`config.mk`:
```
export PLATFORM = sky130hd
export DESIGN_NAME = nios_upc_nios2_qsys_0_oci_dct_sched
export DESIGN_NICKNAME = d
export VERILOG_FILES = /design/src/rtl/nios_upc_nios2_qsys_0_oci_trace_pkg.sv /design/src/rtl/nios_upc_nios2_qsys_0_oci_dct_pack.sv /design/src/rtl/nios_upc_nios2_qsys_0_oci_dct_sched.sv
export SDC_FILE = /design/constraint.sdc
export NUM_CORES = 1
export LEC_CHECK = 0
export CAP_MARGIN = 25
export CORE_ASPECT_RATIO = 1.5
export CORE_MARGIN = 2
export CORE_UTILIZATION = 35
export DETAILED_ROUTE_END_ITERATION = 16
export SLEW_MARGIN = 20
export SYNTH_ARGS = -nofsm -noshare
export SYNTH_HDL_FRONTEND = slang
export SYNTH_SLANG_ARGS = --single-unit
```
`constraint.sdc`:
```
create_clock -name clk -period 9.3 [get_ports clk]
set_clock_uncertainty 0.1 [all_clocks]
set_input_delay 1.86 -clock clk [delete_from_list [all_inputs] [get_ports clk]]
set_output_delay 1.86 -clock clk [all_outputs]
set_load 0.05 [all_outputs]
```
`src/rtl/nios_upc_nios2_qsys_0_oci_trace_pkg.sv`:
```
// Shared constants for the OCI debug-trace path: frame tags, atom codes,
// address-event kinds and the frame/buffer widths.
package nios_upc_nios2_qsys_0_oci_trace_pkg;

  localparam int unsigned FRAME_W   = 36;
  localparam int unsigned DCT_BUF_W = 30;
  localparam int unsigned TAG_W     = 2;

  // Frame tags carried in tr_data[35:34]
  localparam logic [1:0] TAG_DCT  = 2'b01;
  localparam logic [1:0] TAG_ADDR = 2'b10;
  localparam logic [1:0] TAG_OVF  = 2'b11;

  // Direct-branch atom codes; 00 and 11 carry no information
  localparam logic [1:0] ATOM_TAKEN     = 2'b01;
  localparam logic [1:0] ATOM_NOT_TAKEN = 2'b10;

  // Address-event kinds
  localparam logic [1:0] ADDR_INDIRECT  = 2'b00;
  localparam logic [1:0] ADDR_EXCEPTION = 2'b01;
  localparam logic [1:0] ADDR_SYNC      = 2'b10;

  function automatic logic atom_is_valid(input logic [1:0] a);
    return (a == ATOM_TAKEN) || (a == ATOM_NOT_TAKEN);
  endfunction

endpackage

```
`src/rtl/nios_upc_nios2_qsys_0_oci_dct_pack.sv`:
```
// DCT atom packer: shifts 2-bit atoms into the buffer (oldest atom in the
// upper bits), counts them and flags a full buffer.
// Ports: clk, reset (async, active-high), push/atom (append one atom),
// clear (frame loaded this cycle), dct_buffer, dct_count, full.
module nios_upc_nios2_qsys_0_oci_dct_pack #(
  parameter int unsigned DCT_DEPTH = 15,
  parameter int unsigned CNT_W     = 4
) (
  input  logic                   clk,
  input  logic                   reset,
  input  logic                   push,
  input  logic [1:0]             atom,
  input  logic                   clear,
  output logic [2*DCT_DEPTH-1:0] dct_buffer,
  output logic [CNT_W-1:0]       dct_count,
  output logic                   full
);

  localparam int unsigned BUF_W = 2 * DCT_DEPTH;

  logic [BUF_W-1:0] buf_next;
  logic [CNT_W-1:0] cnt_next;

  // A push in the same cycle as a clear starts the next frame with that atom
  always_comb begin
    buf_next = dct_buffer;
    cnt_next = dct_count;
    if (clear) begin
      buf_next = push ? BUF_W'(atom) : '0;
      cnt_next = push ? CNT_W'(1) : '0;
    end else if (push) begin
      buf_next = {dct_buffer[BUF_W-3:0], atom};
      cnt_next = dct_count + CNT_W'(1);
    end
  end

  always_ff @(posedge clk or posedge reset) begin
    if (reset) begin
      dct_buffer <= '0;
      dct_count  <= '0;
      full       <= 1'b0;
    end else begin
      dct_buffer <= buf_next;
      dct_count  <= cnt_next;
      full       <= (cnt_next == CNT_W'(DCT_DEPTH));
    end
  end

endmodule

```
`src/rtl/nios_upc_nios2_qsys_0_oci_dct_sched.sv`:
```
// Trace-frame scheduler: packs branch atoms into DCT frames, holds one
// pending address event, counts dropped events and multiplexes DCT,
// address and overflow frames onto one registered valid/ready output.
// Ports: clk, reset (async, active-high), trace_enable, atom_valid/atom,
// addr_valid/addr_kind/addr, tr_valid/tr_data/tr_ready, dct_buffer,
// dct_count, overflow.
module nios_upc_nios2_qsys_0_oci_dct_sched
  import nios_upc_nios2_qsys_0_oci_trace_pkg::*;
#(
  parameter int unsigned DCT_DEPTH = 15,
  parameter int unsigned DROP_W    = 16
) (
  input  logic                   clk,
  input  logic                   reset,
  input  logic                   trace_enable,
  input  logic                   atom_valid,
  input  logic [1:0]             atom,
  input  logic                   addr_valid,
  input  logic [1:0]             addr_kind,
  input  logic [31:0]            addr,
  output logic                   tr_valid,
  output logic [FRAME_W-1:0]     tr_data,
  input  logic                   tr_ready,
  output logic [2*DCT_DEPTH-1:0] dct_buffer,
  output logic [3:0]             dct_count,
  output logic                   overflow
);

  localparam int unsigned CNT_W = 4;

  logic              full;
  logic              addr_pend;
  logic [1:0]        pend_kind;
  logic [31:0]       pend_addr;
  logic              flush_req;
  logic [DROP_W-1:0] drop_cnt;

  logic              slot_free, atom_ok, addr_ok, stall;
  logic              drop_atom, drop_addr, push, capture;
  logic              dct_want, ovf_load, dct_load, addr_load;
  logic              cnt_after_nz;
  logic [DROP_W:0]   drop_sum;
  logic [DROP_W-1:0] drop_next;
  logic [FRAME_W-1:0] ovf_frame;

  always_comb begin
    slot_free = !tr_valid || tr_ready;
    dct_want  = full || (flush_req && (dct_count != '0));
    ovf_load  = slot_free && (drop_cnt != '0);
    dct_load  = slot_free && !ovf_load && dct_want;
    // Address waits until any DCT frame it must follow has loaded
    addr_load = slot_free && !ovf_load && !dct_want && addr_pend && !flush_req;

    atom_ok   = trace_enable && atom_valid && atom_is_valid(atom);
    addr_ok   = trace_enable && addr_valid;
    // The atom arriving with the flushing DCT load belongs after the address
    stall     = flush_req && !dct_load;
    drop_atom = atom_ok && (stall || (full && !dct_load));
    push      = atom_ok && !drop_atom;
    drop_addr = addr_ok && addr_pend;
    capture   = addr_ok && !addr_pend;

    // Count once this cycle's atom is in, so a same-cycle atom precedes the address
    cnt_after_nz = dct_load ? push : ((dct_count != '0) || push);

    drop_sum  = {1'b0, (ovf_load ? '0 : drop_cnt)}
              + (DROP_W+1)'(drop_atom) + (DROP_W+1)'(drop_addr);
    drop_next = drop_sum[DROP_W] ? '1 : drop_sum[DROP_W-1:0];

    ovf_frame = '0;
    ovf_frame[FRAME_W-1 -: TAG_W] = TAG_OVF;
    ovf_frame[DROP_W-1:0] = drop_cnt;
  end

  nios_upc_nios2_qsys_0_oci_dct_pack #(
    .DCT_DEPTH (DCT_DEPTH),
    .CNT_W     (CNT_W)
  ) u_pack (
    .clk        (clk),
    .reset      (reset),
    .push       (push),
    .atom       (atom),
    .clear      (dct_load),
    .dct_buffer (dct_buffer),
    .dct_count  (dct_count),
    .full       (full)
  );

  // Pending address entry, flush request and drop counter
  always_ff @(posedge clk or posedge reset) begin
    if (reset) begin
      addr_pend <= 1'b0;
      pend_kind <= '0;
      pend_addr <= '0;
      flush_req <= 1'b0;
      drop_cnt  <= '0;
      overflow  <= 1'b0;
    end else begin
      if (capture) begin
        addr_pend <= 1'b1;
        pend_kind <= addr_kind;
        pend_addr <= addr;
        flush_req <= cnt_after_nz;
      end else begin
        if (addr_load) addr_pend <= 1'b0;
        if (dct_load)  flush_req <= 1'b0;
      end
      drop_cnt <= drop_next;
      overflow <= (drop_next != '0);
    end
  end

  // Output register: load by priority overflow > DCT > address
  always_ff @(posedge clk or posedge reset) begin
    if (reset) begin
      tr_valid <= 1'b0;
      tr_data  <= '0;
    end else if (slot_free) begin
      if (ovf_load) begin
        tr_valid <= 1'b1;
        tr_data  <= ovf_frame;
      end else if (dct_load) begin
        tr_valid <= 1'b1;
        tr_data  <= FRAME_W'({TAG_DCT, dct_count, dct_buffer});
      end else if (addr_load) begin
        tr_valid <= 1'b1;
        tr_data  <= FRAME_W'({TAG_ADDR, pend_kind, pend_addr});
      end else begin
        tr_valid <= 1'b0;
      end
    end
  end

endmodule

```
==> impl_metrics.ini, run 1 <==
[logic_synthesis]
synth_edf_count = 0
synthArstFlopShare = 1.00
yosysSeqAreaShare = 0.540
syn_inst = 557
postSynthAreaPerCell_um2 = 10.4
synthFlopType = dfrtp_1
yosys_warnings = 0
synth_cell_types = 54
synth-seq-cells = 125
syn_nets = 604
synth_area_um2 = 5790

[timing]
setup_viol = 0
max_freq_mhz = 186
finalSetupTns_ns = 0
rsz0062_at_grt = false
hold_slack_ns = 0.401
worst_pin_slew_ns = 0.932
min_period_over_period = 0.577
slew_viol_final = 0
min_period_ns = 5.36
hold_violations = 0
slew_headroom = 0.377

[drt]
met3_length_um = 621
wl_per_cell_um = 18.4
drt-met1-wl_um = 6250
dr.max_layer_used = met4
drt-pass1-iter-count = 5
wl_met2_um = 9080
drt_wl_total_um = 16100
drtIter0Drc = 169
detail-route-antenna-nets = 0
via_per_inst = 5.23
num_vias = 4595
drc = 0

[clock_tree]
numCtsBuffers = 17
cts-resized-gates = 0
clkLatencyLatePin_ns = 0.41
cts_root_buf = clkbuf_16
postCtsSetupBuffers = 0
numClockSinks = 125
htree_levels = 4
hold_buffers = 0
cts_tree = done
clock_path_buffers = 2
path_clk_slew_ns = 0.06

[critical_path]
r2r_start = u_pack.dct_count[0]$_DFF_PP0_
path_max_fanout = 39
critPathKind = primary input to register
cp-end-kind = register
worstPathArrival_ns = 5.58
cp.required_ns = 9.52
start_kind = primary input
crit_path_start = tr_ready

[pwr]
ir_drop_uv = 140
pwr_density_cell_nw_per_um2 = 343
power_mw = 2.64
leakagePower_nw = 3.15

[finish]
drive_gt1_frac = 0.131
multi_input_area_um2 = 2450
seq_area_um2 = 3130
insertedDiodeCount = 0
fillers = 1503
nets = 707
syn2layout_area_growth_pct = 32.8

[global_routing]
grt_pass1_vias = 4866
track_usage = 0.192
grt_max_degree = 72
antenna_found_initial = 0
overflow = 0
grt_pass1_wl_um = 26000

[place]
numPortBuffers = 113
dpl.hpwl_um = 10800
gp_congestion = 0.885

[die]
die_width_um = 109
pin_count = 114
start_util = 0.358
row_count = 57
dieArea_um2 = 17600
coreArea_um2 = 16200
die_h_um = 162

[hold_path]
hold_class = register to register
hp-start = tr_data[35]$_DFFE_PP0P_

[job]
maxCapViolations = 0

[status]
status = complete, no violations
## cell families after synthesis
logic type	Yosys count	synth area share
flops	125	0.540
buf+inv	48	0.0376
fa+ha+maj	5	0.0121
mux	59	0.109
xor+xnor	15	0.0227
simple gates	177	0.148
compound gates	128	0.130
## cell usage in the layout, fill, tap and decap left out, drive strengths merged, types with 6 or more instances in the layout
master	synthesis	layout
dfrtp	125	125
clkdlybuf4s50	0	113
nand2	88	88
o21ai	48	48
a21oi	45	45
nor2	35	35
mux2	34	34
mux2i	25	25
clkbuf	18	20
a22oi	13	13
inv	10	12
nand4	10	10
nand3	9	9
xnor2	9	9
buf	20	9
nor3	9	9
nor4	8	8
xor2	6	6
## path summary, 6_finish.rpt
check / to / slack (ns) / depth (start not counted)
worst max-delay path: drop_cnt[0]$_DFF_PP0_ / 3.94 / 12
worst min-delay path: tr_data[35]$_DFFE_PP0P_ / 0.40 / 2
worst max register to register: drop_cnt[0]$_DFF_PP0_ / 4.75 / 13
worst min register to register: tr_data[35]$_DFFE_PP0P_ / 0.40 / 2
max in group asynchronous: tr_data[2]$_DFFE_PP0P_ / 5.96 / 3
min in group asynchronous: pend_addr[10]$_DFFE_PP0P_ / 1.89 / 2
## final cells by class
type                    instances  share of cell area
inverters                      10             0.00521
repair buffers                122               0.156
multi-input cells             384               0.318
well taps                     206              0.0335
clock buffers                  20              0.0594
clock inverters                12              0.0210
flip-flops and latches        125               0.407
## critical path: stages
cell             delay [ns]
clkdlybuf4s50_1        0.42
nand2b_1               0.15
buf_4                  0.22
and4_1                 0.19
buf_4                  0.27
nor3_1                 0.30
fa_1                   0.31
ha_1                   0.28
nand4_1                0.30
nor3_1                 0.56
nand2_1                0.43
o21bai_1               0.28
## through the flow
step	util	area [µm²]	setup WS [ns]	std cells
floorplan	-	5790	4.01	557
global placement	0.437	7070	3.69	847
detailed placement	0.437	7070	3.56	847
CTS	0.475	7690	3.96	879
global route	0.475	7690	3.60	879
finish	0.475	7690	3.94	879
## flip-flops by register name (all words and copies together), names as in the netlist, 2 cells and up
name               flops
pend_addr             32
pend_kind              2
u_pack.dct_buffer     30
tr_data               36
drop_cnt              16
u_pack.dct_count       4
## per-layer routing
layer,vias to the layer above,track usage
met5,-,0
met4,0,0.0594
met2,107,0.352
li1,2156,-
met3,13,0.0327
met1,2319,0.222
## power breakdown
part	internal [mW]	switching (mW)	leakage (nW)
Combinational	0.391	0.713	1.25
Clock	0.438	0.255	0.293
Sequential	0.723	0.120	1.60
Total	1.55	1.09	3.15
## synth_stat cells, types with 3 or more instances
library cell	n	area [µm²]
dfrtp_1	125	3130
nand2_1	88	330
a21oi_1	44	220
mux2_2	34	383
nor2_1	34	128
o21ai_0	31	155
mux2i_1	25	250
clkbuf_1	18	67.6
o21ai_1	17	85.1
a22oi_1	13	97.6
inv_1	10	37.5
buf_2	9	45.0
nand3_1	9	45.0
nand4_1	9	56.3
xnor2_1	9	78.8
nor3_1	8	40.0
buf_4	7	52.6
nor4_1	6	37.5
xor2_1	6	52.6
buf_1	4	15.0
ha_1	4	50.1
a222oi_1	3	30.0
a31oi_1	3	18.8
o22ai_1	3	18.8
Power figures use the tool's default switching activity.
==> run 2, diff against run 1 <==
- clock period: 9.3 -> 5.3 ns (I/O delays scaled with it)
==> run 2 against run 1 <==
Hold slack improved by 0.0062 ns. Cell count did not move. Sequential power rose by 74%. Clock-buffer cell count fell by 1. Critical path depth fell by 2. Die area did not move. Design area barely moved. Core utilization barely moved. Sequential cell count did not move. Clock power rose by 73%. First-iteration DRC count rose by 35%. Non-clock buffer count did not move. Critical path type unchanged. Largest power group unchanged.
==> impl_metrics.ini, run 2 (synthesized netlist as in run 1, its figures left out) <==
[clock_tree]
numCtsBuffers = 17
numClockSinks = 125
cts_root_buf = clkbuf_16
postCtsSetupBuffers = 0
path_clk_slew_ns = 0.06
hold_buffers = 0
cts-resized-gates = 0
clkLatencyLatePin_ns = 0.41
htree_levels = 4
cts_tree = done
clock_path_buffers = 2

[critical_path]
path_max_fanout = 12
start_kind = primary input
cp-end-kind = register
critPathKind = primary input to register
worstPathArrival_ns = 4.44
cp.required_ns = 5.52

[finish]
final_cell_mix = dfrtp_1, clkdlybuf4s50_1, nand2_1, a21oi_1, mux2_2
reg_top3 = tr_data: 36 flops, pend_addr: 32 flops, u_pack.dct_buffer: 30 flops
final_cells = 879
final_common_cell = dfrtp_1
fin_area_um2 = 7690
drive_gt1_frac = 0.134
nets = 707
syn2layout_area_growth_pct = 32.9
largest_register_ff_count = 36
registers.top_by_ff_count = tr_data
insertedDiodeCount = 0

[timing]
hold_violations = 0
slew_headroom = 0.364
finalSetupTns_ns = 0
max_freq_mhz = 237
min_period_over_period = 0.796
slew_viol_final = 0
setup_viol = 0
rsz0062_at_grt = false
min_period_ns = 4.22
worst_pin_slew_ns = 0.953

[job]
maxCapViolations = 0

[place]
place_inst = 847
numPortBuffers = 113
dpl.hpwl_um = 11200
place_area_um2 = 7070
gp_congestion = 0.943

[die]
pin_count = 114
die_width_um = 109
coreArea_um2 = 16200
dieArea_um2 = 17600
row_count = 57
die_h_um = 162
start_util = 0.358

[global_routing]
grt_max_degree = 62
track_usage = 0.199
overflow = 0
grt_pass1_vias = 5023
grt_pass1_wl_um = 26800
antenna_found_initial = 0

[pwr]
leakagePower_nw = 3.15
pwr_density_cell_nw_per_um2 = 601
ir_drop_uv = 266

[hold_path]
hold_class = register to register

[drt]
detail-route-antenna-nets = 0
drtIter0Drc = 228
drc = 0
drt-pass1-iter-count = 5
via_per_inst = 5.30
drt_wl_total_um = 16600
wl_per_cell_um = 18.9
num_vias = 4659

[status]
status = complete, no violations
## run 2: power by group
group	internal (mW)	leakage, nW	total (mW)	switching [mW]
clock network	0.767	0.303	1.20	0.432
registers	1.27	1.60	1.47	0.206
logic	0.682	1.25	1.95	1.27
total	2.72	3.15	4.62	1.90
## run 2: final timing paths
| kind | end | slack, ns | from | cells past startpoint |
|---|---|---|---|---|
| min in group asynchronous | u_pack.dct_buffer[17]$_DFFE_PP0P_ | 1.07 | reset | 2 |
| min reg2reg | tr_data[35]$_DFFE_PP0P_ | 0.41 | tr_data[35]$_DFFE_PP0P_ | 2 |
| min | tr_data[35]$_DFFE_PP0P_ | 0.41 | tr_data[35]$_DFFE_PP0P_ | 2 |
| max in group asynchronous | tr_data[10]$_DFFE_PP0P_ | 3.06 | reset | 3 |
| max reg2reg | drop_cnt[2]$_DFF_PP0_ | 1.13 | u_pack.dct_count[1]$_DFF_PP0_ | 12 |
| max | drop_cnt[2]$_DFF_PP0_ | 1.08 | atom[0] | 10 |
## run 2: cell type report
type | count | area, µm²
fillers | 1543 | 8500
repair buffers | 122 | 1200
inverters | 10 | 40.0
multi-input cells | 384 | 2450
clock buffers | 19 | 453
flip-flops and latches | 125 | 3130
clock inverters | 13 | 165
well taps | 206 | 258
## run 2: through the flow
step           power, mW  setup WS, ns  hold WS, ns   util
6_report            4.62          1.08        0.407  0.475
5_1_grt             4.88         0.672        0.422  0.475
4_1_cts             4.69          1.10        0.407  0.475
3_5_place_dp        3.47         0.684        0.394  0.437
3_3_place_gp        3.42         0.834        0.383  0.437
2_1_floorplan       2.81         0.812        0.379      -
## run 2: metal layers
| layer | global-route usage | share of wire | vias to the layer above |
|---|---|---|---|
| met4 | 0.0734 | 0.020 | 0 |
| met5 | 0 | 0 | - |
| met2 | 0.364 | 0.55 | 109 |
| li1 | - | - | 2160 |
| met3 | 0.0412 | 0.039 | 23 |
| met1 | 0.223 | 0.39 | 2367 |
## run 2: critical path, stage by stage
cell and delay (ns):
clkdlybuf4s50_1 0.51, xor2_1 0.15, nand3_1 0.24, nor3_1 0.29
fa_1 0.29, ha_1 0.29, nand4_1 0.30, nor3_1 0.58
nand2_1 0.44, a21oi_1 0.28
==> run 3, diff against run 2 <==
- clock period: 5.3 -> 3.7 ns (I/O delays scaled with it)
==> run 3 against run 2 <==
Total power grew 42%. Clock power increased by 37%. Via count increased by 1.9%. Sequential cell count unchanged. Global-route usage about the same. Core utilization grew 1.3 points. Routed wire length rose by 0.17%. Largest power group unchanged.
==> impl_metrics.ini, run 3 (synthesized netlist as in run 1, its figures left out) <==
[status]
status = complete, no violations

[finish]
largest_register_ff_count = 36
drive_gt1_frac = 0.180
fin_area_um2 = 7900
final_common_cell = dfrtp_1
nets = 734
final_cell_mix = dfrtp_1, clkdlybuf4s50_1, nand2_1, a21oi_1, buf_4
syn2layout_area_growth_pct = 36.4
registers.top_by_ff_count = tr_data
insertedDiodeCount = 0
reg_top3 = tr_data: 36 flops, pend_addr: 32 flops, u_pack.dct_buffer: 30 flops

[critical_path]
critPathKind = register to register
path_delay_family = simple AND/OR/NAND/NOR gates
r2r-end = overflow$_DFF_PP0_
r2r_slack_ns = 0.20
cp.required_ns = 3.85
path_max_fanout = 6
worstPathArrival_ns = 3.65
worst-path-buf-inv = 1
worstPathCellList = or4_1, nor4_4, and4_1, nor3_2, fa_2, ha_2, nand4_1, buf_4, nand2_1, mux2i_1, nand3_1, nor4_1, o221ai_1
crit_slowest_cell = or4_1
r2r_cells = 13
r2r_start = drop_cnt[1]$_DFF_PP0_
cpPeakStageDelay_ns = 0.54
cp-end-kind = register
start_kind = register

[clock_tree]
clkLatencyLatePin_ns = 0.41
hold_buffers = 0
numClockSinks = 125
cts_tree = done
path_clk_slew_ns = 0.06
numCtsBuffers = 17
cts_root_buf = clkbuf_16
htree_levels = 4
clock_path_buffers = 2

[timing]
min_period_over_period = 0.946
worst_pin_slew_ns = 0.814
finalSetupTns_ns = 0
slew_viol_final = 0
rsz0062_at_grt = false
setup_viol = 0
max_freq_mhz = 286
slew_headroom = 0.458
min_period_ns = 3.50
hold_violations = 0

[die]
die_width_um = 109
pin_count = 114
coreArea_um2 = 16200
dieArea_um2 = 17600
start_util = 0.358
row_count = 57
die_h_um = 162

[pwr]
ir_drop_uv = 530
power_mw = 6.56
leakagePower_nw = 3.27
pwr_density_cell_nw_per_um2 = 830

[global_routing]
grt_pass1_vias = 4967
overflow = 0
grt_pass1_wl_um = 26900
grt_max_degree = 64
track_usage = 0.199
antenna_found_initial = 0

[drt]
wl_per_cell_um = 18.3
drt-pass1-iter-count = 5
drt_wl_total_um = 16600
detail-route-antenna-nets = 0
drc = 0
via_per_inst = 5.24
num_vias = 4746
drtIter0Drc = 190

[place]
gp_congestion = 0.884
numPortBuffers = 113
dpl.hpwl_um = 11600
place_area_um2 = 7290

[hold_path]
hold_depth = 1
hold_class = register to register
hold_end = pend_addr[31]$_DFFE_PP0P_
hp-start = pend_addr[31]$_DFFE_PP0P_

[job]
maxCapViolations = 0
-- run 3: cell count changes in the layout (fill, tap and decap cells not counted), sizes merged --
cell and delta:
clkinv -2, bufinv -1, buf +27, clkinvlp +3
-- run 3: final cells by class --
cell class / count / area, µm²
sequential: 125 / 3130
timing repair buffer: 149 / 1400
tap: 206 / 258
inverter: 10 / 41.3
clock buffer: 19 / 443
fill: 1530 / 8290
multi-input combinational: 384 / 2480
clock inverter: 13 / 141
-- run 3: per-stage QoR --
step	hold slack, ns	setup WS [ns]	util	std cells
floorplan	0.379	0.000367	-	557
global placement	0.388	0.131	0.450	873
detailed placement	0.395	0.0725	0.450	873
CTS	0.409	0.160	0.486	905
global route	0.419	0.0225	0.488	906
finish	0.406	0.199	0.488	906
-- run 3: worst reg2reg max path: cells and delay by family (launching register included) --
kind	cells	cell delay (ns)
flops	1	0.45
compound gates	1	0.15
buf+inv	1	0.18
simple gates	8	1.67
fa+ha+maj	2	0.57
mux	1	0.21
-- run 3: power by group --
part | switching, mW | internal, mW
clock | 0.625 | 1.01
combinational | 1.81 | 1.01
sequential | 0.285 | 1.82
total | 2.72 | 3.84
-- run 3: what timing repair did --
action / 4_1_cts / 5_1_grt
resized for setup: 0 / 3
setup buffers: 0 / 1
endpoints found under the setup margin: 0 / 13
-- run 3: worst max-delay path by stage --
| stage | to | cells after the start | start |
|---|---|---|---|
| after floorplan | overflow$_DFF_PP0_ | 14 | drop_cnt[7]$_DFF_PP0_ |
| after global placement | overflow$_DFF_PP0_ | 11 | atom[0] |
| after detailed placement | overflow$_DFF_PP0_ | 11 | atom[0] |
| after CTS | drop_cnt[11]$_DFF_PP0_ | 12 | u_pack.dct_count[0]$_DFF_PP0_ |
| after global routing | overflow$_DFF_PP0_ | 13 | drop_cnt[1]$_DFF_PP0_ |
| final | overflow$_DFF_PP0_ | 13 | drop_cnt[1]$_DFF_PP0_ |
-- run 3: per-layer routing --
| metal | vias up | share of wire | global-route usage |
|---|---|---|---|
| li1 | 2217 | - | - |
| met1 | 2378 | 0.41 | 0.255 |
| met2 | 126 | 0.52 | 0.330 |
| met3 | 25 | 0.040 | 0.0331 |
| met4 | 0 | 0.027 | 0.0845 |
| met5 | - | 0 | 0 |
